==> src/rtl/xcorr_pkg.sv <==
// Shared types and sizing for the cross-correlation peak finder.
// Holds the channel/lag geometry, the FSM state encoding and the lag-index type.
package xcorr_pkg;

    localparam int unsigned NUM_XCORRS     = 6;
    localparam int unsigned MAX_LAGS       = 11;
    localparam int unsigned CORR_WIDTH     = 24;
    localparam int unsigned NUM_LAGS       = 2 * MAX_LAGS + 1;
    localparam int unsigned BITS_PER_XCORR = $clog2(2 * MAX_LAGS + 1);
    localparam int unsigned LAGS_WIDTH     = NUM_XCORRS * BITS_PER_XCORR;

    typedef enum logic [1:0] {
        IDLE,
        SCAN,
        DONE
    } state_t;

    typedef logic [BITS_PER_XCORR-1:0]    lag_idx_t;
    typedef logic signed [CORR_WIDTH-1:0] corr_t;

    localparam lag_idx_t LAST_LAG = lag_idx_t'(NUM_LAGS - 1);

endpackage

==> src/rtl/xcorr_peak_finder_if.sv <==
// Stream/result bundle for xcorr_peak_finder.
//   corrIn/corrValid/corrStart : correlator sample stream (master -> slave)
//   lagsOut/lagsValid          : packed per-channel peak indices and update pulse
//   frameAbort                 : pulse when a partial frame is discarded
//   debugData/debugDataValid   : optional debug word and strobe
// master = upstream/consumer side, slave = the peak finder.
interface xcorr_peak_finder_if;
    import xcorr_pkg::*;

    logic [NUM_XCORRS*CORR_WIDTH-1:0] corrIn;
    logic                             corrValid;
    logic                             corrStart;
    logic [LAGS_WIDTH-1:0]            lagsOut;
    logic                             lagsValid;
    logic                             frameAbort;
    logic [31:0]                      debugData;
    logic                             debugDataValid;

    modport master (
        output corrIn, corrValid, corrStart,
        input  lagsOut, lagsValid, frameAbort, debugData, debugDataValid
    );

    modport slave (
        input  corrIn, corrValid, corrStart,
        output lagsOut, lagsValid, frameAbort, debugData, debugDataValid
    );

endinterface

==> src/rtl/xcorr_peak_tracker.sv <==
// Running signed maximum and its lag index for one correlator channel.
//   clk, reset : clock, async active-high reset
//   clear      : zero the running max/index
//   load       : start a frame: sample becomes the max at index 0
//   enable     : compare sample (at lag lagCnt) against the running max
//   sample     : signed correlation sample
//   lagCnt     : lag index of sample when enable is high
//   maxVal     : running maximum
//   maxIdx     : lag index of running maximum (earliest on ties)
module xcorr_peak_tracker
    import xcorr_pkg::*;
(
    input  logic     clk,
    input  logic     reset,
    input  logic     clear,
    input  logic     load,
    input  logic     enable,
    input  corr_t    sample,
    input  lag_idx_t lagCnt,
    output corr_t    maxVal,
    output lag_idx_t maxIdx
);

    corr_t    max_val_q, max_val_d;
    lag_idx_t max_idx_q, max_idx_d;

    always_comb begin
        max_val_d = max_val_q;
        max_idx_d = max_idx_q;
        if (load) begin
            max_val_d = sample;
            max_idx_d = '0;
        end else if (clear) begin
            max_val_d = '0;
            max_idx_d = '0;
        end else if (enable && (sample > max_val_q)) begin
            // strictly greater: a tie keeps the earlier lag
            max_val_d = sample;
            max_idx_d = lagCnt;
        end
    end

    always_ff @(posedge clk or posedge reset) begin
        if (reset) begin
            max_val_q <= '0;
            max_idx_q <= '0;
        end else begin
            max_val_q <= max_val_d;
            max_idx_q <= max_idx_d;
        end
    end

    assign maxVal = max_val_q;
    assign maxIdx = max_idx_q;

endmodule

==> src/rtl/xcorr_peak_finder.sv <==
// Finds, per correlator channel, the lag index of the maximum correlation
// sample in a 23-sample frame and publishes all indices as one packed word.
//   clk   : system clock
//   reset : asynchronous, active-high
//   io    : xcorr_peak_finder_if.slave
//           in : corrIn, corrValid, corrStart (start qualified by valid)
//           out: lagsOut (5 bits/channel), lagsValid, frameAbort,
//                debugData, debugDataValid
// Optional feature macro: XCORR_PEAK_DEBUG_EN
//   defined  : debugData = {completed frame count[7:0], channel 0 peak value},
//              strobed with lagsValid
//   undefined: debug outputs tied to zero
module xcorr_peak_finder
    import xcorr_pkg::*;
(
    input  logic                clk,
    input  logic                reset,
    xcorr_peak_finder_if.slave  io
);

    state_t                state_q, state_d;
    lag_idx_t              lag_cnt_q, lag_cnt_d;
    logic [LAGS_WIDTH-1:0] lags_out_q, lags_out_d;
    logic                  lags_valid_q, lags_valid_d;
    logic                  frame_abort_q, frame_abort_d;

    logic                  trk_clear, trk_load, trk_enable;
    lag_idx_t              next_lag;
    logic                  start;
    logic [LAGS_WIDTH-1:0] packed_idx;

    corr_t    max_val [NUM_XCORRS];
    lag_idx_t max_idx [NUM_XCORRS];
    corr_t    unused_max_val [NUM_XCORRS];

    // only channel 0's peak value is observed, and only on the debug word
    assign unused_max_val = max_val;

    assign start    = io.corrValid && io.corrStart;
    // index of the sample currently on corrIn while scanning
    assign next_lag = lag_cnt_q + lag_idx_t'(1);

    for (genvar g = 0; g < NUM_XCORRS; g++) begin : g_trk
        xcorr_peak_tracker u_trk (
            .clk    (clk),
            .reset  (reset),
            .clear  (trk_clear),
            .load   (trk_load),
            .enable (trk_enable),
            .sample (io.corrIn[CORR_WIDTH*g +: CORR_WIDTH]),
            .lagCnt (next_lag),
            .maxVal (max_val[g]),
            .maxIdx (max_idx[g])
        );
    end

    always_comb begin
        packed_idx = '0;
        for (int unsigned i = 0; i < NUM_XCORRS; i++) begin
            packed_idx[BITS_PER_XCORR*i +: BITS_PER_XCORR] = max_idx[i];
        end
    end

    always_comb begin
        state_d       = state_q;
        lag_cnt_d     = lag_cnt_q;
        lags_out_d    = lags_out_q;
        lags_valid_d  = 1'b0;
        frame_abort_d = 1'b0;
        trk_clear     = 1'b0;
        trk_load      = 1'b0;
        trk_enable    = 1'b0;
        case (state_q)
            IDLE: begin
                if (start) begin
                    state_d   = SCAN;
                    lag_cnt_d = '0;
                    trk_load  = 1'b1;
                end
            end
            SCAN: begin
                if (start) begin
                    // restart: the new start sample becomes index 0
                    frame_abort_d = 1'b1;
                    lag_cnt_d     = '0;
                    trk_load      = 1'b1;
                end else if (io.corrValid) begin
                    trk_enable = 1'b1;
                    lag_cnt_d  = next_lag;
                    if (next_lag == LAST_LAG) begin
                        state_d = DONE;
                    end
                end
            end
            DONE: begin
                // trackers are read and cleared on the same edge
                lags_out_d   = packed_idx;
                lags_valid_d = 1'b1;
                trk_clear    = 1'b1;
                lag_cnt_d    = '0;
                state_d      = IDLE;
                if (start) begin
                    frame_abort_d = 1'b1;
                end
            end
            default: begin
                state_d = IDLE;
            end
        endcase
    end

    always_ff @(posedge clk or posedge reset) begin
        if (reset) begin
            state_q       <= IDLE;
            lag_cnt_q     <= '0;
            lags_out_q    <= '0;
            lags_valid_q  <= 1'b0;
            frame_abort_q <= 1'b0;
        end else begin
            state_q       <= state_d;
            lag_cnt_q     <= lag_cnt_d;
            lags_out_q    <= lags_out_d;
            lags_valid_q  <= lags_valid_d;
            frame_abort_q <= frame_abort_d;
        end
    end

    assign io.lagsOut    = lags_out_q;
    assign io.lagsValid  = lags_valid_q;
    assign io.frameAbort = frame_abort_q;

`ifdef XCORR_PEAK_DEBUG_EN
    logic [7:0]  frame_cnt_q, frame_cnt_d;
    logic [31:0] debug_data_q, debug_data_d;
    logic        debug_valid_q, debug_valid_d;

    always_comb begin
        frame_cnt_d   = frame_cnt_q;
        debug_data_d  = debug_data_q;
        debug_valid_d = 1'b0;
        if (state_q == DONE) begin
            // count includes the frame being reported
            frame_cnt_d   = frame_cnt_q + 8'd1;
            debug_data_d  = {frame_cnt_d, max_val[0]};
            debug_valid_d = 1'b1;
        end
    end

    always_ff @(posedge clk or posedge reset) begin
        if (reset) begin
            frame_cnt_q   <= '0;
            debug_data_q  <= '0;
            debug_valid_q <= 1'b0;
        end else begin
            frame_cnt_q   <= frame_cnt_d;
            debug_data_q  <= debug_data_d;
            debug_valid_q <= debug_valid_d;
        end
    end

    assign io.debugData      = debug_data_q;
    assign io.debugDataValid = debug_valid_q;
`else
    assign io.debugData      = '0;
    assign io.debugDataValid = 1'b0;
`endif

endmodule
==> src/flat_wrapper.sv <==
// flat-port wrapper written by rule: the top's interface ports become plain ports
module xcorr_peak_finder_flat import xcorr_pkg::*;
  (clk, reset, io_corrIn, io_corrValid, io_corrStart, io_lagsOut, io_lagsValid, io_frameAbort, io_debugData, io_debugDataValid);
  xcorr_peak_finder_if io_i ();
  input  logic clk;
  input  logic reset;
  input wire logic [$bits(io_i.corrIn)-1:0] io_corrIn;
  input wire logic [$bits(io_i.corrValid)-1:0] io_corrValid;
  input wire logic [$bits(io_i.corrStart)-1:0] io_corrStart;
  output wire logic [$bits(io_i.lagsOut)-1:0] io_lagsOut;
  output wire logic [$bits(io_i.lagsValid)-1:0] io_lagsValid;
  output wire logic [$bits(io_i.frameAbort)-1:0] io_frameAbort;
  output wire logic [$bits(io_i.debugData)-1:0] io_debugData;
  output wire logic [$bits(io_i.debugDataValid)-1:0] io_debugDataValid;
  assign io_i.corrIn = io_corrIn;
  assign io_i.corrValid = io_corrValid;
  assign io_i.corrStart = io_corrStart;
  assign io_lagsOut = io_i.lagsOut;
  assign io_lagsValid = io_i.lagsValid;
  assign io_frameAbort = io_i.frameAbort;
  assign io_debugData = io_i.debugData;
  assign io_debugDataValid = io_i.debugDataValid;
  xcorr_peak_finder u_core (.clk(clk), .reset(reset), .io(io_i));
endmodule
==> config.mk <==
export PLATFORM = sky130hd
export DESIGN_NAME = xcorr_peak_finder_flat
export DESIGN_NICKNAME = d
export VERILOG_FILES = /design/src/rtl/xcorr_pkg.sv /design/src/rtl/xcorr_peak_finder_if.sv /design/src/rtl/xcorr_peak_tracker.sv /design/src/rtl/xcorr_peak_finder.sv /design/src/flat_wrapper.sv
export SDC_FILE = /design/constraint.sdc
export NUM_CORES = 1
export LEC_CHECK = 0
export BUFFER_PORTS_ARGS = -buffer_cell sky130_fd_sc_hd__buf_4
export CORE_ASPECT_RATIO = 0.5
export CORE_MARGIN = 1.5
export CORE_UTILIZATION = 57
export CTS_CLUSTER_SIZE = 24
export DETAILED_ROUTE_END_ITERATION = 6
export PLACE_DENSITY = 0.85
export SKIP_CTS_REPAIR_TIMING = 1
export SYNTH_ARGS = -nofsm -noshare
export SYNTH_HDL_FRONTEND = slang
export SYNTH_SLANG_ARGS = --single-unit
==> constraint.sdc <==
create_clock -name clk -period 9.2 [get_ports clk]
set_input_delay 0.92 -clock clk [delete_from_list [all_inputs] [get_ports clk]]
set_output_delay 0.92 -clock clk [all_outputs]
set_load 0.03 [all_outputs]
==> reports/summary.json <==
{
  "drt-vias-per-instance": 5.446,
  "nets": 1717,
  "grt_setup_unrepaired": "no",
  "synth_compound_gate_area_share_pct": 7.356,
  "cap_viol_max_count": 0,
  "final-max-slew-violation-count": 0,
  "initial_core_util_pct": 58.43,
  "worst-path-max-fanout": 36,
  "route.vias.total": 9448,
  "postSynth.topFlopCell": "sky130_fd_sc_hd__dfrtp_1",
  "synthSimpleGateAreaFrac_pct": 11.32,
  "final-seq-area_um2": 5330,
  "placement.setup.worst_slack_ns": 5.275,
  "layout.filler_cells": 1628,
  "tns_ns": 0,
  "mux_share_of_post_synthesis_cell_area_pct": 15.99,
  "final_hold_viol_count": 0,
  "design.portCount": 213,
  "synthDominantAreaCellType": "sky130_fd_sc_hd__dfrtp_1",
  "synth-async-reset-ratio_pct": 100.0,
  "run_status": "finished clean",
  "gp_congestion": 0.8711,
  "synth-seq-area-share_pct": 41.89,
  "max_freq_ghz": 0.2526,
  "tritoncts": "built",
  "hold_path_class": "flop to flop",
  "commonest_non_fill_non_tap_cell_in_the_layout": "sky130_fd_sc_hd__dfrtp_1",
  "postLayoutCellArea_um2": 14830,
  "yosys-top-cells-area": "sky130_fd_sc_hd__dfrtp_1, sky130_fd_sc_hd__ha_1, sky130_fd_sc_hd__mux2i_1",
  "clk-insertion-delay-late_ns": 0.51,
  "irDropWorstVdd_v": 0.0001319,
  "yosys.cell_types.count": 54,
  "netlist_instances": 1257,
  "layout-drive-gt1-share_pct": 18.77,
  "floorplan.die.width_um": 214.3,
  "proportion_of_netlist_area_held_by_the_largest_area_contributor_pct": 41.89,
  "drt_iter0_drc": 596,
  "number_of_buffers_added_by_the_clock_tree_synthesis_step": 21,
  "yosys_warnings": 0,
  "placementRows": 38,
  "cts_num_sinks": 213,
  "globalRouteTotalUtil_pct": 24.80,
  "grt_pass1_wl_mm": 47.07,
  "cts_root_buf": "sky130_fd_sc_hd__clkbuf_16",
  "worst-endpoint-required_ns": 9.59,
  "number_of_global_route_vias_before_repair": 9831,
  "clk_pin_slew_ns": 0.07,
  "growth_of_design_area_from_synthesis_to_finish_pct": 16.54,
  "synthXorXnorAreaFrac_pct": 0.2753,
  "timing.critical_path.from_type": "flop",
  "synth_top_family_by_area": "multiplexers",
  "synth-seq-cells": 213,
  "finalSetupViolations": 0,
  "arrival_ns": 4.35,
  "layout_worst_path_cycle_share_pct": 43.04,
  "route.antenna.remaining_nets": 0,
  "die_height_um": 108.6,
  "worst_pin_slew_ns": 1.101,
  "syn-mean-instance-area_um2": 10.12,
  "timing.max_slew.rel_slack_pct": 26.63,
  "remaining_drc_errors": 0,
  "synth-edff-count": 0,
  "placeableCoreArea_um2": 21780,
  "multi_input_area_um2": 6464,
  "detailedRoute.firstPassIterationCount": 4,
  "finalWorstPathRequiredPeriod_ns": 3.959,
  "io_buffers": 179,
  "grt_antenna_before_repair": 1,
  "finalClockSkew_ns": 0.01645,
  "dieArea_um2": 23280,
  "h-tree-depth": 1,
  "fin_ws_ns": 5.241,
  "synthAdderAreaFrac_pct": 14.75,
  "critPathCaptureType": "flop",
  "layout_common_cells": "sky130_fd_sc_hd__dfrtp_1, sky130_fd_sc_hd__nand2_1, sky130_fd_sc_hd__buf_4",
  "p_leak_nw": 8.204,
  "grt_remaining_overflow": 0,
  "power_per_cell_area_nw_per_um2": 260.0,
  "grt_max_degree": 132,
  "cts-root-to-sink-buffers": 3,
  "wl_per_cell_um": 16.44,
  "dp_hpwl_mm": 20.65,
  "totalWireLength_mm": 28.53,
  "syn-cell-area_um2": 12720,
  "critical_path_class": "flop to flop",
  "post_dp_cell_area_um2": 14110
}
flip-flops by register name (all words and copies together), names as in the netlist:
signal / flops
u_core.g_trk.u_trk.maxIdx: 30
u_core.g_trk.u_trk.maxVal: 144
u_core.io.frameAbort: 1
u_core.io.lagsOut: 30
u_core.io.lagsValid: 1
u_core.lag_cnt_q: 5
u_core.state_q: 2
stage by stage:
step	power, mW	utilization (%)	hold WS [ns]	instances
detailed placement	2.955	64.80	0.4941	1696
global placement	2.827	64.80	0.4781	1696
finish	3.856	68.09	0.5102	1735
global route	4.159	68.08	0.5301	1734
CTS	3.873	68.07	0.5120	1733
floorplan	2.584	-	0.4631	1289
cell type report:
cell class	instances	area share (%)
repair buffers	181	9.164
well taps	300	2.531
clock inverters	7	0.6329
multi-input cells	849	43.59
flip-flops and latches	213	35.95
clock buffers	30	4.177
diodes	2	0.03375
inverters	153	3.924
path summary, 6_finish.rpt:
path                                                       from                                to  slack (ns)  depth (start not counted)
min in group asynchronous                                 reset   u_core.g_trk[0].u_trk.maxVal[0]        0.55                          2
worst min register to register  u_core.g_trk[5].u_trk.maxIdx[2]             u_core.io.lagsOut[27]        0.51                          1
worst min-delay path            u_core.g_trk[5].u_trk.maxIdx[2]             u_core.io.lagsOut[27]        0.51                          1
worst max-delay path                          u_core.state_q[0]   u_core.g_trk[1].u_trk.maxVal[0]        5.24                          6
worst max register to register                u_core.state_q[0]   u_core.g_trk[1].u_trk.maxVal[0]        5.24                          6
max in group asynchronous                                 reset  u_core.g_trk[4].u_trk.maxVal[18]        7.00                          3
critical path: stages, from the launching register on:
cell and delay (ns):
sky130_fd_sc_hd__dfrtp_1 0.42, sky130_fd_sc_hd__inv_1 0.09, sky130_fd_sc_hd__ha_1 0.26, sky130_fd_sc_hd__o211ai_1 0.61, sky130_fd_sc_hd__nor2b_4 0.96, sky130_fd_sc_hd__nand3_2 0.92, sky130_fd_sc_hd__mux2_2 0.56
layer usage:
metal  wire length, um  share of wire [%]  GRT usage, %  vias up
met5                 0                  0             0        -
met2             14200                 50         44.81      222
met4               876                3.1         8.451        0
met1             12310                 43         30.99     4634
met3              1139                4.0         3.626       59
li1                  -                  -             -     4533
Yosys cell counts, types with 2 or more instances:
| library cell | n |
|---|---|
| sky130_fd_sc_hd__dfrtp_1 | 213 |
| sky130_fd_sc_hd__nand2_1 | 204 |
| sky130_fd_sc_hd__mux2i_1 | 165 |
| sky130_fd_sc_hd__inv_1 | 153 |
| sky130_fd_sc_hd__ha_1 | 150 |
| sky130_fd_sc_hd__a21oi_1 | 71 |
| sky130_fd_sc_hd__buf_4 | 35 |
| sky130_fd_sc_hd__mux2_2 | 34 |
| sky130_fd_sc_hd__nand4_1 | 34 |
| sky130_fd_sc_hd__o21ai_0 | 30 |
| sky130_fd_sc_hd__nor2_1 | 20 |
| sky130_fd_sc_hd__clkbuf_1 | 18 |
| sky130_fd_sc_hd__a21o_1 | 12 |
| sky130_fd_sc_hd__nor2b_1 | 11 |
| sky130_fd_sc_hd__buf_6 | 10 |
| sky130_fd_sc_hd__a211oi_1 | 8 |
| sky130_fd_sc_hd__buf_2 | 7 |
| sky130_fd_sc_hd__nand2b_1 | 7 |
| sky130_fd_sc_hd__o211ai_1 | 7 |
| sky130_fd_sc_hd__and2_1 | 6 |
| sky130_fd_sc_hd__a2111oi_0 | 4 |
| sky130_fd_sc_hd__buf_1 | 4 |
| sky130_fd_sc_hd__nand3_2 | 4 |
| sky130_fd_sc_hd__o21ai_1 | 4 |
| sky130_fd_sc_hd__or3b_1 | 4 |
| sky130_fd_sc_hd__and3_1 | 3 |
| sky130_fd_sc_hd__nand3_1 | 3 |
| sky130_fd_sc_hd__nor4_2 | 3 |
| sky130_fd_sc_hd__o211a_1 | 3 |
| sky130_fd_sc_hd__nor4_1 | 2 |
| sky130_fd_sc_hd__o22ai_1 | 2 |
| sky130_fd_sc_hd__or3_1 | 2 |
| sky130_fd_sc_hd__xnor2_1 | 2 |
| sky130_fd_sc_hd__xor2_1 | 2 |
power breakdown:
| part | switching (mW) | leakage [nW] | internal, mW |
|---|---|---|---|
| sequential | 0.113 | 2.62 | 1.28 |
| combinational | 0.894 | 5.24 | 0.665 |
| clock | 0.375 | 0.346 | 0.526 |
| total | 1.38 | 8.20 | 2.47 |
cells by family after synthesis:
| logic type | after synthesis |
|---|---|
| buf+inv | 227 |
| flops | 213 |
| other cells | 1 |
| simple gates | 311 |
| xor+xnor | 4 |
| mux | 199 |
| compound gates | 152 |
| fa+ha+maj | 150 |
Note: power is estimated with default switching activity, not from simulation.
